==> config.mk <==
export PLATFORM = sky130hd
export DESIGN_NAME = div_param_flat
export DESIGN_NICKNAME = d
export VERILOG_FILES = /design/src/rtl/div_param_pkg.sv /design/src/rtl/div_param_if.sv /design/src/rtl/div_param_step.sv /design/src/rtl/div_param.sv /design/src/flat_wrapper.sv
export SDC_FILE = /design/constraint.sdc
export NUM_CORES = 1
export LEC_CHECK = 0
export CAP_MARGIN = 20
export CORE_MARGIN = 4
export CORE_UTILIZATION = 51
export DETAILED_ROUTE_END_ITERATION = 10
export HOLD_SLACK_MARGIN = 0.08
export PLACE_DENSITY = 0.79
export SYNTH_ARGS = -nofsm -noshare
export SYNTH_HDL_FRONTEND = slang
export SYNTH_HIERARCHICAL = 1
export SYNTH_SLANG_ARGS = --single-unit
==> constraint.sdc <==
create_clock -name clk -period 3.25 [get_ports clk]
set_input_delay 0.65 -clock clk [delete_from_list [all_inputs] [get_ports clk]]
set_output_delay 0.65 -clock clk [all_outputs]
set_load 0.005 [all_outputs]
==> src/rtl/div_param_pkg.sv <==
// Shared constants for the parametrised restoring divider.
// Covers the state encodings and the handshake and reset levels.
package div_param_pkg;

  typedef logic [1:0] div_state_t;

  localparam div_state_t DivFree   = 2'b00;
  localparam div_state_t DivByZero = 2'b01;
  localparam div_state_t DivOn     = 2'b10;
  localparam div_state_t DivEnd    = 2'b11;

  localparam logic DivStart = 1'b1;
  localparam logic DivStop  = 1'b0;

  localparam logic DivResultReady    = 1'b1;
  localparam logic DivResultNotReady = 1'b0;

  localparam logic RstEnable = 1'b1;

endpackage

==> src/rtl/div_param_if.sv <==
// Start/annul/ready handshake between the EX stage and the divider.
interface div_param_if #(
  parameter int WIDTH = 32
);
  logic               signed_div_i;
  logic [WIDTH-1:0]   opdata1_i;
  logic [WIDTH-1:0]   opdata2_i;
  logic               start_i;
  logic               annul_i;
  logic [2*WIDTH-1:0] result_o;
  logic               ready_o;
  logic               div_by_zero_o;

  modport master (
    output signed_div_i, opdata1_i, opdata2_i, start_i, annul_i,
    input  result_o, ready_o, div_by_zero_o
  );

  modport slave (
    input  signed_div_i, opdata1_i, opdata2_i, start_i, annul_i,
    output result_o, ready_o, div_by_zero_o
  );
endinterface

==> src/rtl/div_param_step.sv <==
// One combinational restoring-division step: shift in the next dividend bit,
// subtract the divisor when it fits, and report the resulting quotient bit.
module div_step #(
  parameter int WIDTH = 32
) (
  input  logic [WIDTH-1:0] i_rem,
  input  logic             i_bit,
  input  logic [WIDTH-1:0] i_divisor,
  output logic [WIDTH-1:0] o_rem,
  output logic             o_qbit
);

  // The shifted remainder carries one extra bit so divisors with the MSB set
  // still compare correctly.
  logic [WIDTH:0] w_shift;
  logic           w_fits;

  assign w_shift = {i_rem, i_bit};
  assign w_fits  = (w_shift >= {1'b0, i_divisor});
  assign o_qbit  = w_fits;
  assign o_rem   = w_fits ? (w_shift[WIDTH-1:0] - i_divisor) : w_shift[WIDTH-1:0];

endmodule

==> src/rtl/div_param.sv <==
// Multi-cycle restoring divider for the EX stage, UNROLL quotient bits per clock.
// Result is {remainder, quotient}; the EX stage stalls until ready_o rises.
module div_param
  import div_param_pkg::*;
#(
  parameter int WIDTH  = 32,
  parameter int UNROLL = 1
) (
  input  logic        clk,
  input  logic        rst,
  div_param_if.slave  div_bus
);

  localparam int STEPS = WIDTH / UNROLL;
  localparam int CW    = $clog2(STEPS + 1);

  div_state_t         r_state;
  logic [CW-1:0]      r_cnt;
  logic               r_signed;
  logic               r_sign1;
  logic               r_sign2;
  logic [WIDTH-1:0]   r_divisor;
  logic [WIDTH-1:0]   r_rem;
  logic [WIDTH-1:0]   r_quo;
  logic               r_zero_flag;
  logic [2*WIDTH-1:0] r_result;
  logic               r_ready;
  logic               r_dbz;

  logic [WIDTH-1:0] w_op1_abs;
  logic [WIDTH-1:0] w_op2_abs;
  logic [WIDTH-1:0] w_rem [UNROLL+1];
  logic [WIDTH-1:0] w_quo [UNROLL+1];
  logic [WIDTH-1:0] w_rem_fix;
  logic [WIDTH-1:0] w_quo_fix;

  assign w_op1_abs = (div_bus.signed_div_i && div_bus.opdata1_i[WIDTH-1]) ?
                     -div_bus.opdata1_i : div_bus.opdata1_i;
  assign w_op2_abs = (div_bus.signed_div_i && div_bus.opdata2_i[WIDTH-1]) ?
                     -div_bus.opdata2_i : div_bus.opdata2_i;

  // The quotient register doubles as the dividend shifter: its MSB feeds each step.
  assign w_rem[0] = r_rem;
  assign w_quo[0] = r_quo;

  for (genvar k = 0; k < UNROLL; k++) begin : g_step
    logic w_qbit;

    div_step #(.WIDTH(WIDTH)) u_step (
      .i_rem     (w_rem[k]),
      .i_bit     (w_quo[k][WIDTH-1]),
      .i_divisor (r_divisor),
      .o_rem     (w_rem[k+1]),
      .o_qbit    (w_qbit)
    );

    assign w_quo[k+1] = {w_quo[k][WIDTH-2:0], w_qbit};
  end

  // Remainder follows the dividend's sign; most-negative / -1 wraps naturally.
  assign w_quo_fix = (r_signed && (r_sign1 != r_sign2)) ? -r_quo : r_quo;
  assign w_rem_fix = (r_signed && r_sign1) ? -r_rem : r_rem;

  always_ff @(posedge clk) begin
    if (rst == RstEnable) begin
      r_state     <= DivFree;
      r_cnt       <= '0;
      r_signed    <= 1'b0;
      r_sign1     <= 1'b0;
      r_sign2     <= 1'b0;
      r_divisor   <= '0;
      r_rem       <= '0;
      r_quo       <= '0;
      r_zero_flag <= 1'b0;
      r_result    <= '0;
      r_ready     <= DivResultNotReady;
      r_dbz       <= 1'b0;
    end else begin
      case (r_state)
        DivFree: begin
          r_ready  <= DivResultNotReady;
          r_result <= '0;
          r_dbz    <= 1'b0;
          if (div_bus.start_i == DivStart && !div_bus.annul_i) begin
            r_signed    <= div_bus.signed_div_i;
            r_sign1     <= div_bus.opdata1_i[WIDTH-1];
            r_sign2     <= div_bus.opdata2_i[WIDTH-1];
            r_divisor   <= w_op2_abs;
            r_zero_flag <= 1'b0;
            r_cnt       <= '0;
            r_rem       <= '0;
            r_quo       <= w_op1_abs;
            r_state     <= (div_bus.opdata2_i == '0) ? DivByZero : DivOn;
          end
        end
        DivByZero: begin
          r_rem       <= '0;
          r_quo       <= '0;
          r_zero_flag <= 1'b1;
          r_state     <= DivEnd;
        end
        DivOn: begin
          if (div_bus.annul_i) begin
            r_cnt   <= '0;
            r_state <= DivFree;
          end else if (r_cnt != CW'(STEPS)) begin
            r_rem <= w_rem[UNROLL];
            r_quo <= w_quo[UNROLL];
            r_cnt <= r_cnt + 1'b1;
          end else begin
            r_rem   <= w_rem_fix;
            r_quo   <= w_quo_fix;
            r_cnt   <= '0;
            r_state <= DivEnd;
          end
        end
        DivEnd: begin
          if (div_bus.start_i == DivStop) begin
            r_ready  <= DivResultNotReady;
            r_result <= '0;
            r_dbz    <= 1'b0;
            r_state  <= DivFree;
          end else begin
            r_result <= {r_rem, r_quo};
            r_ready  <= DivResultReady;
            r_dbz    <= r_zero_flag;
          end
        end
        default: r_state <= DivFree;
      endcase
    end
  end

  assign div_bus.result_o      = r_result;
  assign div_bus.ready_o       = r_ready;
  assign div_bus.div_by_zero_o = r_dbz;

endmodule

==> src/flat_wrapper.sv <==
// flat-port wrapper written by rule: the top's interface ports become plain ports
module div_param_flat import div_param_pkg::*;
#(
  parameter int WIDTH  = 32,
  parameter int UNROLL = 1
)
  (clk, rst, div_bus_signed_div_i, div_bus_opdata1_i, div_bus_opdata2_i, div_bus_start_i, div_bus_annul_i, div_bus_result_o, div_bus_ready_o, div_bus_div_by_zero_o);
  div_param_if #(.WIDTH(WIDTH)) div_bus_i ();
  input  logic clk;
  input  logic rst;
  input wire logic [$bits(div_bus_i.signed_div_i)-1:0] div_bus_signed_div_i;
  input wire logic [$bits(div_bus_i.opdata1_i)-1:0] div_bus_opdata1_i;
  input wire logic [$bits(div_bus_i.opdata2_i)-1:0] div_bus_opdata2_i;
  input wire logic [$bits(div_bus_i.start_i)-1:0] div_bus_start_i;
  input wire logic [$bits(div_bus_i.annul_i)-1:0] div_bus_annul_i;
  output wire logic [$bits(div_bus_i.result_o)-1:0] div_bus_result_o;
  output wire logic [$bits(div_bus_i.ready_o)-1:0] div_bus_ready_o;
  output wire logic [$bits(div_bus_i.div_by_zero_o)-1:0] div_bus_div_by_zero_o;
  assign div_bus_i.signed_div_i = div_bus_signed_div_i;
  assign div_bus_i.opdata1_i = div_bus_opdata1_i;
  assign div_bus_i.opdata2_i = div_bus_opdata2_i;
  assign div_bus_i.start_i = div_bus_start_i;
  assign div_bus_i.annul_i = div_bus_annul_i;
  assign div_bus_result_o = div_bus_i.result_o;
  assign div_bus_ready_o = div_bus_i.ready_o;
  assign div_bus_div_by_zero_o = div_bus_i.div_by_zero_o;
  div_param #(.WIDTH(WIDTH), .UNROLL(UNROLL)) u_core (.clk(clk), .rst(rst), .div_bus(div_bus_i));
endmodule
# Word level (Yosys, flattened, before mapping)
# Cells that the tools add are included.
# Widths: inputs -> output; s select.
op_classes:
  add_sub_neg: 6
  n_mul: 0
  div: 0
  order_cmp: 1
  eq_ne: 11
  n_shift: 0
  n_mux: 31
  bitwise_logic: 0
  n_reduce_logical: 18
op_table:
  columns: ["cell", "count"]
  rows:
  - ["$mux 32", 11]
  - ["$pmux 32 s3", 2]
  - ["$neg 32->32", 4]
  - ["$pmux 64 s2", 1]
  - ["$mux 64", 1]
  - ["$ge 33x32->1", 1]
  - ["$logic_not 32->1", 1]
  - ["$sub 32x32->32", 1]
  - ["$mux 6", 3]
  - ["$pmux 6 s2", 1]
  - ["$mux 2", 5]
  - ["$pmux 2 s4", 1]
  - ["$reduce_and 4->1", 2]
  - ["$add 6x1->6 const B", 1]
  - ["$ne 3x1->1 const B", 2]
  - ["$ne 6x6->1 const B", 1]
  - ["$pmux 1 s2", 3]
  - ["$reduce_and 2->1", 3]
  - ["$reduce_bool 2->1", 3]
  - ["$logic_and 1x1->1", 5]
  - ["$eq 2x2->1 const B", 2]
  - ["$ne 2x2->1 const B", 2]
  - ["$mux 1", 3]
  - ["$ne 3x3->1 const B", 1]
  - ["other kinds (7)", 7]
totals:
  ff_bits: 174
  latchBits: 0
  mem_bits_rw: 0
  romBits: 0
  input_bits: 69
  output_inout_bits: 66
  wordCells: 79
  mem_count: 0

# Depth between registers and ports, before layout
# Gate-level depths: netlist of the first run.
depth:
  word_depth: 6
  ltp_mapped: 18
  depth_no_buf: 15

# Modules after synthesis
# The synthesis of the first run kept the hierarchy.
by_module_without_submodules:
  columns: ["module", "n_inst", "cells_each", "area_each_um2", "seq_area_each_um2"]
  rows:
  - ["div_param", 1, 1260, 9808.2, 3483.3]
  - ["div_step", 1, 323, 2331.0, 0.0]

# Worst setup path after synthesis of the first run
# No wires, ideal clock.
synth_path:
  path_type: "reg-to-reg"
  start: "register u_core.r_rem[10]"
  end: "register u_core.r_rem[27]"
  setup_ns: 0.136
  arrival_ns: 3.148
  required_ns: 3.114
  path_slack_ns: -0.034
  path_stages_with_launch: 17
  n_path_buf: 3
  synth_period_minus_slack_ns: 3.284
  path_cell_list: "dfxtp_1 > ha_1 > buf_2 > a21oi_1 > a21oi_1 > a31o_2 > nor4b_4 > o21ai_2 > a31oi_4 > o21a_4 > inv_2 > buf_6 > buf_12 > mux2_4 > a32o_1 > a31oi_1 > o32ai_1"
synth_lines:
  columns: ["item", "line_no", "text"]
  rows:
  - ["from (decl)", "div_param.sv:23", "logic [WIDTH-1:0] r_rem;"]
  - ["from (signal assigned)", "div_param.sv:107", "r_rem <= w_rem[UNROLL];"]
  - ["from (signal assigned)", "div_param.sv:111", "r_rem <= w_rem_fix;"]

==> impl_results.md, run 1 <==
- Status: complete, no violations
- #FFs+latches synth: 174
- Total negative slack: 0 ps
- Slew Viols, Final: 0
- Post-synth EDFFs: 0
- Synthesized Nets: 1,696
- Synth top area cells: dfxtp_1, nor2_1, a22oi_1
- Top-area cell type share of the netlist area: 0.2870
- # IOs: 135
- Cts bufs inserted: 17
- WL per Instance: 19.10 microns
- Worst reg2reg path startpoint: u_core/r_rem[11]
- Layout Skew: 17.93 ps
- Async set-reset flop share out of synthesis: 0
- Power per cell area: 699.7 nW/um^2
- Leak pwr: 5.811 nW
- Reg clk slew, reported paths: 80 ps
- Starting density of the core: 0.5172
- Area grow syn2layout: 25.58%
- Hold Crit Depth: 2
- Cell row count: 56
- Worst r2r dst: u_core/r_rem[14]
- DR DRC count: 0
- Total die area: 26,330 sq um
- Worst-Margin Slew: 774.9 ps
- 1st-pass router iterations: 6
- Worst Setup End Kind: register
- MaxCap Viol Count: 0
- Worst EP required: 3560 ps
- Crit-path slowest cell: or3_4
- Vias per inst: 6.322
- Antenna violations before repair: 0
- Dpl cells: 2,046
- Hold Path Sink: u_core/r_sign2
- VDD IR-drop max: 0.8088 mV
- Routed WL: 39,860 microns
- Mux share of post-synthesis cell area: 0.04484
- DRT iter0 DRCs: 1,748
- First-pass GRT wire length: 62,520 microns
- Worst Reg2Reg Path Length in Cells: 15
- Seq/Total Area, Yosys: 0.2870
- Clock Latency Late Sink: 440 ps
- Worst slew margin: 0.4799
- Die Width: 162.3 microns
- Layout cells sized above 1: 0.1437
- Flop2flop setup slack: 50 ps
- Final worst-path cycle share: 0.9840
- Vias in the first global route: 11,970
- Hold Crit Class: register to register
- Total Nets Final: 1,868
- Worst EP arrival: 3500 ps
- CTS sink count: 174
- Synthesized-area fraction occupied by xor and xnor cells: 0.06205
- Final setup viols: 0
- Buf/Inv on CP: 3
- Worst path cell trace: ha_1 > nand4_1 > nor2_1 > or3_4 > nor4b_4 > o21ai_2 > a31oi_4 > o21a_4 > clkinv_8 > buf_12 > buf_4 > mux2_2 > a21oi_2 > o21a_1 > nor2_1
- Cell variety after synth: 89
- CTS root buf: clkbuf_16
- CTS max path bufs: 2
- Count leader, synth: nor2_1
- Worst hold margin: 473.5 ps
- Max incr delay on CP: 390 ps
- Worst setup SP type: register
- Critical path fanouts, max: 10
- Overflow after GRT: 0
- Top Family by Delay on Critical Path: simple AND/OR/NAND/NOR gates
- GP Congestion: 0.9581
- CTS H-tree lvls: 4
- Core area: 23,470 sq um
- Synth Instances: 1,583
- Top cells by count, synth: nor2_1, dfxtp_1, nand2_1
- CP Class: register to register
- Crit. Startpoint: u_core/r_rem[11]
- Fin cells: 2,087
- Largest net degree at the start of global routing: 117
- Gr usage total: 0.2866
- DP Wirelength: 29,130 microns
- Synth Area per Inst: 7.668 sq um
- Post-synth top flop: dfxtp_1
- Most used cell, CP: nor2_1
- Synth area leader: dfxtp_1
- Tmin final: 3198 ps
- Port Buf Inserts: 134
- Via count: 13,200
- Worst Min Path Start: u_core/r_sign2
- Post-route antenna net violation count: 0
- Die Y: 162.3 microns
- Fmax: 312.7 MHz
- Synth Area in Compound Gates: 0.2629
- Antenna Cells: 0
- Hold Fails Final Rpt: 0
- Combinational family with the most area after synthesis: compound AO/OA/AOI/OAI gates
- Synth Area in Adders: 0.04597
- Yosys warns: 6
- Synthesized area: 12,140 sq um
- Core Util, Final: 0.6495
- Simple-gate portion of the synthesized area: 0.2371
- CTS tree: done
## cell families after synthesis
kind of cell	after synthesis
AOI/OAI and AO/OA	467
DFF	174
adders and majority gates	44
muxes	47
buffers and inverters	184
xor gates and xnor gates	86
and+or+nand+nor	581
## per-layer routing
layer  GRT usage  routed length [microns]
met1      0.4101                    17470
met2      0.4441                    17740
met3     0.04491                     3438
met4     0.09035                     1212
met5           0                        0
## how the worst max path moves through the flow
stage                     cells past startpoint                   end
final                                        15      u_core/r_rem[14]
after global routing                         16      u_core/r_rem[14]
after CTS                                    15      u_core/r_rem[26]
after detailed placement                     15      u_core/r_rem[14]
after global placement                        7  u_core/r_divisor[25]
after floorplan                              15      u_core/r_rem[27]
## cell usage in the layout (no fill, tap or decap), types with 8 or more instances in the layout
cell type	instances
a211oi_1	36
a21o_1	13
a21oi_1	97
a221oi_1	8
a22oi_1	78
a311oi_1	11
a31oi_1	23
and3_1	13
buf_4	123
clkbuf_16	17
clkdlybuf4s50_1	133
dfxtp_1	166
dfxtp_2	8
ha_1	37
inv_1	72
mux2_2	23
mux2_4	9
mux2i_1	15
nand2_1	107
nand2b_1	13
nand3_1	25
nand3b_1	10
nand4_1	15
nor2_1	222
nor2b_1	12
nor3_1	51
nor3b_1	9
nor4_1	31
o211ai_1	9
o21a_1	10
o21ai_0	68
o31ai_1	18
o41ai_1	10
or3_1	12
or4_1	9
xnor2_1	58
xor2_1	28
## area by class of cell
class,instances,area (sq um)
tap,319,399.1
sequential,174,3493
clock buffer,17,425.4
fill,2009,8228
multi-input combinational,1225,8068
clock inverter,15,190.2
inverter,75,294.0
timing repair buffer,262,2375
## flip-flops by register name (all words and copies together) (netlist names)
name	flops
u_core/r_zero_flag	1
u_core/r_sign1	1
u_core/r_cnt	6
u_core/r_rem	32
u_core/div_bus.result_o	64
u_core/r_quo	32
u_core/r_divisor	32
u_core/div_bus.ready_o	1
u_core/div_bus.div_by_zero_o	1
u_core/r_state	2
u_core/r_signed	1
u_core/r_sign2	1
## worst min-delay path, cell delays in order, from the launching register on
cell     delay [ps]
dfxtp_1         320
nand2_1          50
a21oi_1          50
## report_power, final
| part | switching [W] | internal (W) |
|---|---|---|
| sequential | 0.000464 | 0.00243 |
| clock | 0.00106 | 0.00106 |
| combinational | 0.00326 | 0.00239 |
## repair_timing
item                       CTS  global route
setup endpoints to repair   23            30
buffers inserted             0             9
hold buffers                 0             0
resized for setup            3            30
gates cloned                 0             0
pin swaps                    3            14
## through the flow
step | area [sq um] | worst slack, ps | power (W)
5_1_grt | 15240 | -43.66 | 0.01126
6_report | 15240 | 52.05 | 0.01067
3_3_place_gp | 14430 | 2.625 | 0.008066
2_1_floorplan | 12150 | 0.1417 | 0.006492
3_5_place_dp | 14430 | -92.39 | 0.008176
4_1_cts | 15050 | 11.25 | 0.01033
Note: power is estimated with default switching activity, not from simulation.
==> inputs of run 2 (changes only) <==
--- a/config.mk
+++ b/config.mk
@@ -8,10 +8,11 @@
 export CAP_MARGIN = 20
 export CORE_MARGIN = 4
 export CORE_UTILIZATION = 51
+export CTS_CLUSTER_DIAMETER = 40
 export DETAILED_ROUTE_END_ITERATION = 10
 export HOLD_SLACK_MARGIN = 0.08
-export PLACE_DENSITY = 0.79
+export PLACE_DENSITY = 0.8
+export SETUP_SLACK_MARGIN = 0.2
 export SYNTH_ARGS = -nofsm -noshare
 export SYNTH_HDL_FRONTEND = slang
-export SYNTH_HIERARCHICAL = 1
 export SYNTH_SLANG_ARGS = --single-unit
==> impl_results.md, run 2 <==
- WL per Instance: 18.73 microns (-1.9%)
- Top cells by count, synth: nor2_1, dfxtp_1, nand2_1
- Hold Crit Class: register to register
- Overflow after GRT: 0 (unchanged)
- Cell row count: 55 (-1.8%)
- VDD IR-drop max: 0.6033 mV (-25%)
- CTS tree: done
- Worst Setup End Kind: register
- Synth top area cells: dfxtp_1, nor2_1, a22oi_1
- Layout Skew: 13.76 ps (-4.172 ps)
- Via count: 12,640 (-4.2%)
- Antenna violations before repair: 0 (unchanged)
- Total Power Consumption: 0.01449 W (+36%)
- Seq/Total Area, Yosys: 0.2988 (+0.01186)
- MaxCap Viol Count: 0 (unchanged)
- DR DRC count: 0 (unchanged)
- Vias in the first global route: 11,630 (-2.8%)
- Status: complete, no violations
- Unrepaired setup endpoints after global routing: true
- Worst EP required: 3610 ps (+50 ps)
- Count leader, synth: nor2_1
- Post-synth EDFFs: 0 (unchanged)
- Tmin final: 3031 ps (-167.2 ps)
- Die Y: 159.2 microns (-1.9%)
- Top-area cell type share of the netlist area: 0.2988 (+0.01186)
- Largest register FFs: 64 (unchanged)
- Filler cell count: 1,947 (-3.1%)
- Worst EP arrival: 3390 ps (-110 ps)
- Die Width: 159.2 microns (-1.9%)
- Area grow syn2layout: 27.24%
- Worst hold margin: 471.8 ps (-1.699 ps)
- Synth Instances: 1,550 (-2.1%)
- CTS sink count: 174 (unchanged)
- CTS H-tree lvls: 4 (unchanged)
- Commonest non-fill, non-tap cells in the layout: nor2_1, dfxtp_1, clkdlybuf4s50_1
- Cell variety after synth: 71 (-20%)
- Hold Fails Final Rpt: 0 (unchanged)
- Yosys warns: 0 (-6)
- Slew Viols, Final: 0 (unchanged)
- Core area: 22,570 sq um (-3.8%)
- Worst-Margin Slew: 896.0 ps (+121.1 ps)
- Starting density of the core: 0.5165 (-0.0007008)
- First-pass GRT wire length: 59,900 microns (-4.2%)
- Vias per inst: 6.271 (-0.81%)
- Reg clk slew, reported paths: 70 ps (about the same)
- CTS max path bufs: 2 (unchanged)
- Post-synth top flop: dfxtp_1
- Core Util, Final: 0.6572 (+0.007684)
- Synth Area per Inst: 7.521 sq um (-1.9%)
- #FFs+latches synth: 174 (unchanged)
- Critical path fanouts, max: 3 (-7)
- DRT iter0 DRCs: 1,161 (-34%)
- Total die area: 25,340 sq um (-3.8%)
- Fmax: 330.0 MHz (+5.5%)
- Largest net degree at the start of global routing: 84 (-28%)
- Leak pwr: 5.621 nW (-3.3%)
- GP Congestion: 0.9786 (+2.1%)
- Synthesized area: 11,660 sq um (-4.0%)
- Worst slack, placed: -562.7 ps (-470.4 ps)
- Clock Latency Late Sink: 440 ps (about the same)
- Layout cells sized above 1: 0.1317 (-0.01195)
- CTS root buf: clkbuf_16
- Port Buf Inserts: 134 (unchanged)
- Worst setup SP type: input pin
- Post-route antenna net violation count: 0 (unchanged)
- Final worst-path cycle share: 0.9325 (-0.05146)
- Synthesized Nets: 1,663 (-1.9%)
- Routed WL: 37,760 microns (-5.3%)
- # IOs: 135 (unchanged)
- Power per cell area: 977.1 nW/um^2 (+40%)
- Cts hold-fix bufs: 0 (unchanged)
- Setup ws final: 219.3 ps (+167.2 ps)
- DP Wirelength: 27,350 microns (-6.1%)
- Synth area leader: dfxtp_1
- Gr usage total: 0.2824 (-0.004217)
- 1st-pass router iterations: 5 (-1)
- Async set-reset flop share out of synthesis: 0 (unchanged)
- Worst slew margin: 0.4027 (-0.07725)
- Cts bufs inserted: 17 (unchanged)
- Commonest non-fill, non-tap cell in the layout: nor2_1
- Total Nets Final: 1,831 (-2.0%)
- CP Class: input pin to register
- Total negative slack: 0 ps (unchanged)
- Final setup viols: 0 (unchanged)
- Antenna Cells: 0 (unchanged)
run 2: changes by cell type after synthesis, moves of 8 or more:
cell      previous run  this run
inv_1               73        64
nand2_1            108       116
o211ai_1             9        18
xnor2_1             58        50
nor2_1             224       208
o221ai_1             6        29
a21o_1              13        29
mux2_2              23         0
xor2_1              28        41
o21ai_0             69       109
mux2_4               9         0
nor4_1              31        17
or3_1               12        23
run 2: repair_timing:
action,CTS,global route
endpoints found under the setup margin,24,36
buffers inserted,12,3
pin swaps,19,24
gates resized for setup,41,40
run 2: through the flow:
step	instances	cell area, sq um
final	2016	14830
after floorplan	1550	11660
after CTS	2012	14630
after global routing	2016	14830
after detailed placement	1968	13840
after global placement	1968	13840
run 2: final timing paths:
check	start	endpoint	slack, ps	cells after the start
worst max-delay path	div_bus_opdata2_i[20]	u_core.r_state[0]	220	9
worst min-delay path	u_core.r_signed	u_core.r_signed	470	2
worst max register to register	u_core.r_rem[0]	u_core.r_rem[13]	280	16
worst min register to register	u_core.r_signed	u_core.r_signed	470	2
run 2: cells by family after synthesis:
| kind of cell | count (synthesis) | synth area share |
|---|---|---|
| AND/OR/NAND/NOR | 538 | 0.2198 |
| buffers and inverters | 173 | 0.05603 |
| flip-flops | 174 | 0.2988 |
| adder cells (fa/ha/maj) | 44 | 0.04787 |
| multiplexers | 22 | 0.01889 |
| XOR/XNOR | 91 | 0.06837 |
| AO/OA/AOI/OAI | 508 | 0.2902 |
run 2: area by class of cell:
class | instances | area [sq um] | share of cell area
Clock buffer | 18 | 439.2 | 0.02961
Clock inverter | 14 | 147.6 | 0.009954
Sequential cell | 174 | 3492 | 0.2354
Timing Repair Buffer | 257 | 2320 | 0.1564
Tap cell | 285 | 356.6 | 0.02404
Inverter | 65 | 244.0 | 0.01645
Multi-Input combinational cell | 1203 | 7834 | 0.5281
run 2: per-layer routing:
metal  vias up  share of wire  track usage
met4         0          0.034       0.1105
met3        96          0.090      0.07326
met2       576           0.45       0.4382
met1      5924           0.43       0.3778
met5         -              0            0
li1       6047              -            -
run 2: critical path, cell delays in order:
cell and delay (ps):
buf_6 90, or4_4 540, nor4_4 160, or3b_4 420, or3_4 340, or4_4 440
o31a_1 290, or3_4 330, a21oi_2 130
run 2: power breakdown:
group	internal [W]	total, W	switching (W)
combinational	0.00395	0.00943	0.00548
sequential	0.00250	0.00302	0.000516
clock	0.00104	0.00204	0.000996
==> inputs of run 3 (changes only) <==
--- a/config.mk
+++ b/config.mk
@@ -7,11 +7,11 @@
 export LEC_CHECK = 0
 export CAP_MARGIN = 20
 export CORE_MARGIN = 4
-export CORE_UTILIZATION = 51
+export CORE_UTILIZATION = 32
 export CTS_CLUSTER_DIAMETER = 40
 export DETAILED_ROUTE_END_ITERATION = 10
 export HOLD_SLACK_MARGIN = 0.08
-export PLACE_DENSITY = 0.8
+export PLACE_DENSITY = 0.55
 export SETUP_SLACK_MARGIN = 0.2
 export SYNTH_ARGS = -nofsm -noshare
 export SYNTH_HDL_FRONTEND = slang
==> impl_results.md, run 3 (same netlist as run 2, synthesis figures left out) <==
- Status: complete, no violations
- Power per cell area: 988.8 nW/um^2 (+1.2%)
- MaxCap Viol Count: 0 (unchanged)
- Reg power frac: 0.196 (-0.012)
- Largest net degree at the start of global routing: 68 (-19%)
- Cell row count: 69 (+25%)
- WL per Instance: 18.95 microns (+1.2%)
- Sequential cell area: 3488 sq um (-0.11%)
- Worst Reg2Reg Path Length in Cells: 13 (-3)
- Worst Setup End Kind: register
- DR DRC count: 0 (unchanged)
- Critical path fanouts, max: 2 (-1)
- Port Buf Inserts: 134 (unchanged)
- Max incr delay on CP: 540 ps (about the same)
- Via count: 12,390 (-2.0%)
- Core area: 35,740 sq um (+58%)
- Worst EP arrival: 3360 ps (-30 ps)
- Vias in the first global route: 11,630 (-0.043%)
- Area of the multi-input gates: 7765 sq um (-0.88%)
- Antenna violations before repair: 1 (+1)
- DRT iter0 DRCs: 1,141 (-1.7%)
- Post-route antenna net violation count: 0 (unchanged)
- Reg clk slew, reported paths: 80 ps (about the same)
- Commonest non-fill, non-tap cell in the layout: nor2_1
- Sw frac: 0.4816 (-0.001092)
- GP Congestion: 0.9382 (-4.1%)
- CTS sink count: 174 (unchanged)
- Layout cells sized above 1: 0.1426 (+0.01090)
- Leak pwr: 5.758 nW (+2.4%)
- Routed WL: 42,250 microns (+12%)
- Layout Skew: 17.13 ps (+3.373 ps)
- Worst hold margin: 460.2 ps (-11.61 ps)
- Most used cell, CP: or4_4
- Hold Crit Class: register to register
- CP Class: input pin to register
- Total Nets Final: 1,867 (+2.0%)
- Cts hold-fix bufs: 0 (unchanged)
- Die Width: 198.9 microns (+25%)
- Final setup viols: 0 (unchanged)
- Fmax: 334.7 MHz (+1.4%)
- Buf/Inv on CP: 1 (unchanged)
- Filler cell count: 3,689 (+89%)
- Cts bufs inserted: 17 (unchanged)
- Overflow after GRT: 0 (unchanged)
- Worst path cell trace: buf_6 > or4_4 > nor4_4 > or3b_4 > or3_4 > or4_4 > o31a_1 > or3_1 > a21oi_1
- Starting density of the core: 0.3262 (-0.1903)
- Slew Viols, Final: 0 (unchanged)
- Switch Pwr: 0.007238 W (+3.5%)
- Top Family by Delay on Critical Path: simple AND/OR/NAND/NOR gates
- Worst-Margin Slew: 1088 ps (+192.1 ps)
- Pint: 0.007791 W (+3.9%)
- Gr usage total: 0.2074 (-0.07501)
- Vias per inst: 5.559 (-11%)
- Worst EP required: 3620 ps (about the same)
- Worst setup SP type: input pin
- Final worst-path cycle share: 0.9194 (-0.01312)
- DP Wirelength: 31,560 microns (+15%)
- Largest register FFs: 64 (unchanged)
- Area post-placement: 14,320 sq um (+3.5%)
- Hold Fails Final Rpt: 0 (unchanged)
- CTS root buf: clkbuf_16
- # IOs: 135 (unchanged)
- CTS max path bufs: 2 (unchanged)
- Clock Latency Late Sink: 440 ps (about the same)
- Total die area: 39,550 sq um (+56%)
- Die Y: 198.9 microns (+25%)
- Final non-filler cell area: 15,200 sq um (+2.5%)
- Tmin final: 2988 ps (-42.63 ps)
- 1st-pass router iterations: 5 (unchanged)
- Unrepaired setup endpoints after global routing: true
- Logic gate share of total power: 0.660 (+0.009)
- Part of the power in the clock network: 0.144 (+0.003)
- VDD IR-drop max: 0.6194 mV (+2.7%)
- Area grow syn2layout: 30.39%
- Commonest non-fill, non-tap cells in the layout: nor2_1, dfxtp_1, buf_4
- Crit-path slowest cell: or4_4
- Total negative slack: 0 ps (unchanged)
- Hold Crit Depth: 2 (unchanged)
- First-pass GRT wire length: 65,720 microns (+9.7%)
- Stages on worst setup path: 9 (unchanged)
- Worst slew margin: 0.2729 (-0.1298)
- CTS tree: done
- CTS H-tree lvls: 4 (unchanged)
==> run 3: metrics by stage <==
stage / total power, W / utilization / instances / worst slack, ps
after floorplan: 0.008566 / - / 1550 / -21.43
after global routing: 0.01612 / 0.4253 / 2229 / 166.7
after detailed placement: 0.01216 / 0.4006 / 2185 / -509.9
after global placement: 0.01212 / 0.4006 / 2185 / -520.2
after CTS: 0.01451 / 0.4191 / 2221 / 92.98
final: 0.01503 / 0.4253 / 2229 / 261.9
==> run 3: power by group through the flow <==
stage / logic, W / clock network, W / registers, W
2_1_floorplan: 0.00573 / 0 / 0.00283
3_3_place_gp: 0.00916 / 0 / 0.00296
3_5_place_dp: 0.00918 / 0 / 0.00298
4_1_cts: 0.00938 / 0.00220 / 0.00293
5_1_grt: 0.0108 / 0.00228 / 0.00301
6_report: 0.00992 / 0.00216 / 0.00295
==> run 3: final timing paths <==
path | from | to | slack [ps]
max | div_bus_opdata2_i[19] | u_core.r_state[0] | 260
min | u_core.r_divisor[30] | u_core.r_divisor[30] | 460
max reg2reg | u_core.r_quo[31] | u_core.r_rem[24] | 280
min reg2reg | u_core.r_divisor[30] | u_core.r_divisor[30] | 460
==> run 3: worst register-to-register path: cells and delay by family (launching register included) <==
| kind | cells | cell delay, ps |
|---|---|---|
| flip-flops | 1 | 330 |
| buffers and inverters | 3 | 290 |
| adder cells (fa/ha/maj) | 2 | 530 |
| AND/OR/NAND/NOR | 2 | 440 |
| AO/OA/AOI/OAI | 6 | 1270 |
==> run 3: area by class of cell <==
cell class / instances / area share
clock buffer: 18 / 0.02889
timing repair buffer: 293 / 0.1668
inverter: 65 / 0.01605
clock inverter: 14 / 0.009796
multi-input combinational: 1203 / 0.5109
sequential: 174 / 0.2295
antenna: 1 / 0.0001646
tap: 461 / 0.03795
==> run 3: layer usage <==
| metal | up-vias | track usage | wire, microns |
|---|---|---|---|
| li1 | 6112 | - | - |
| met1 | 5854 | 0.3152 | 20950 |
| met2 | 396 | 0.3124 | 18240 |
| met3 | 29 | 0.02507 | 2523 |
| met4 | 0 | 0.04838 | 535 |
| met5 | - | 0 | 0 |
==> run 3: what timing repair did <==
| item | 4_1_cts | 5_1_grt |
|---|---|---|
| resized for setup | 27 | 41 |
| endpoints found under the setup margin | 29 | 37 |
| pin swaps | 10 | 22 |
| setup buffers | 4 | 7 |
| cloned | 0 | 0 |
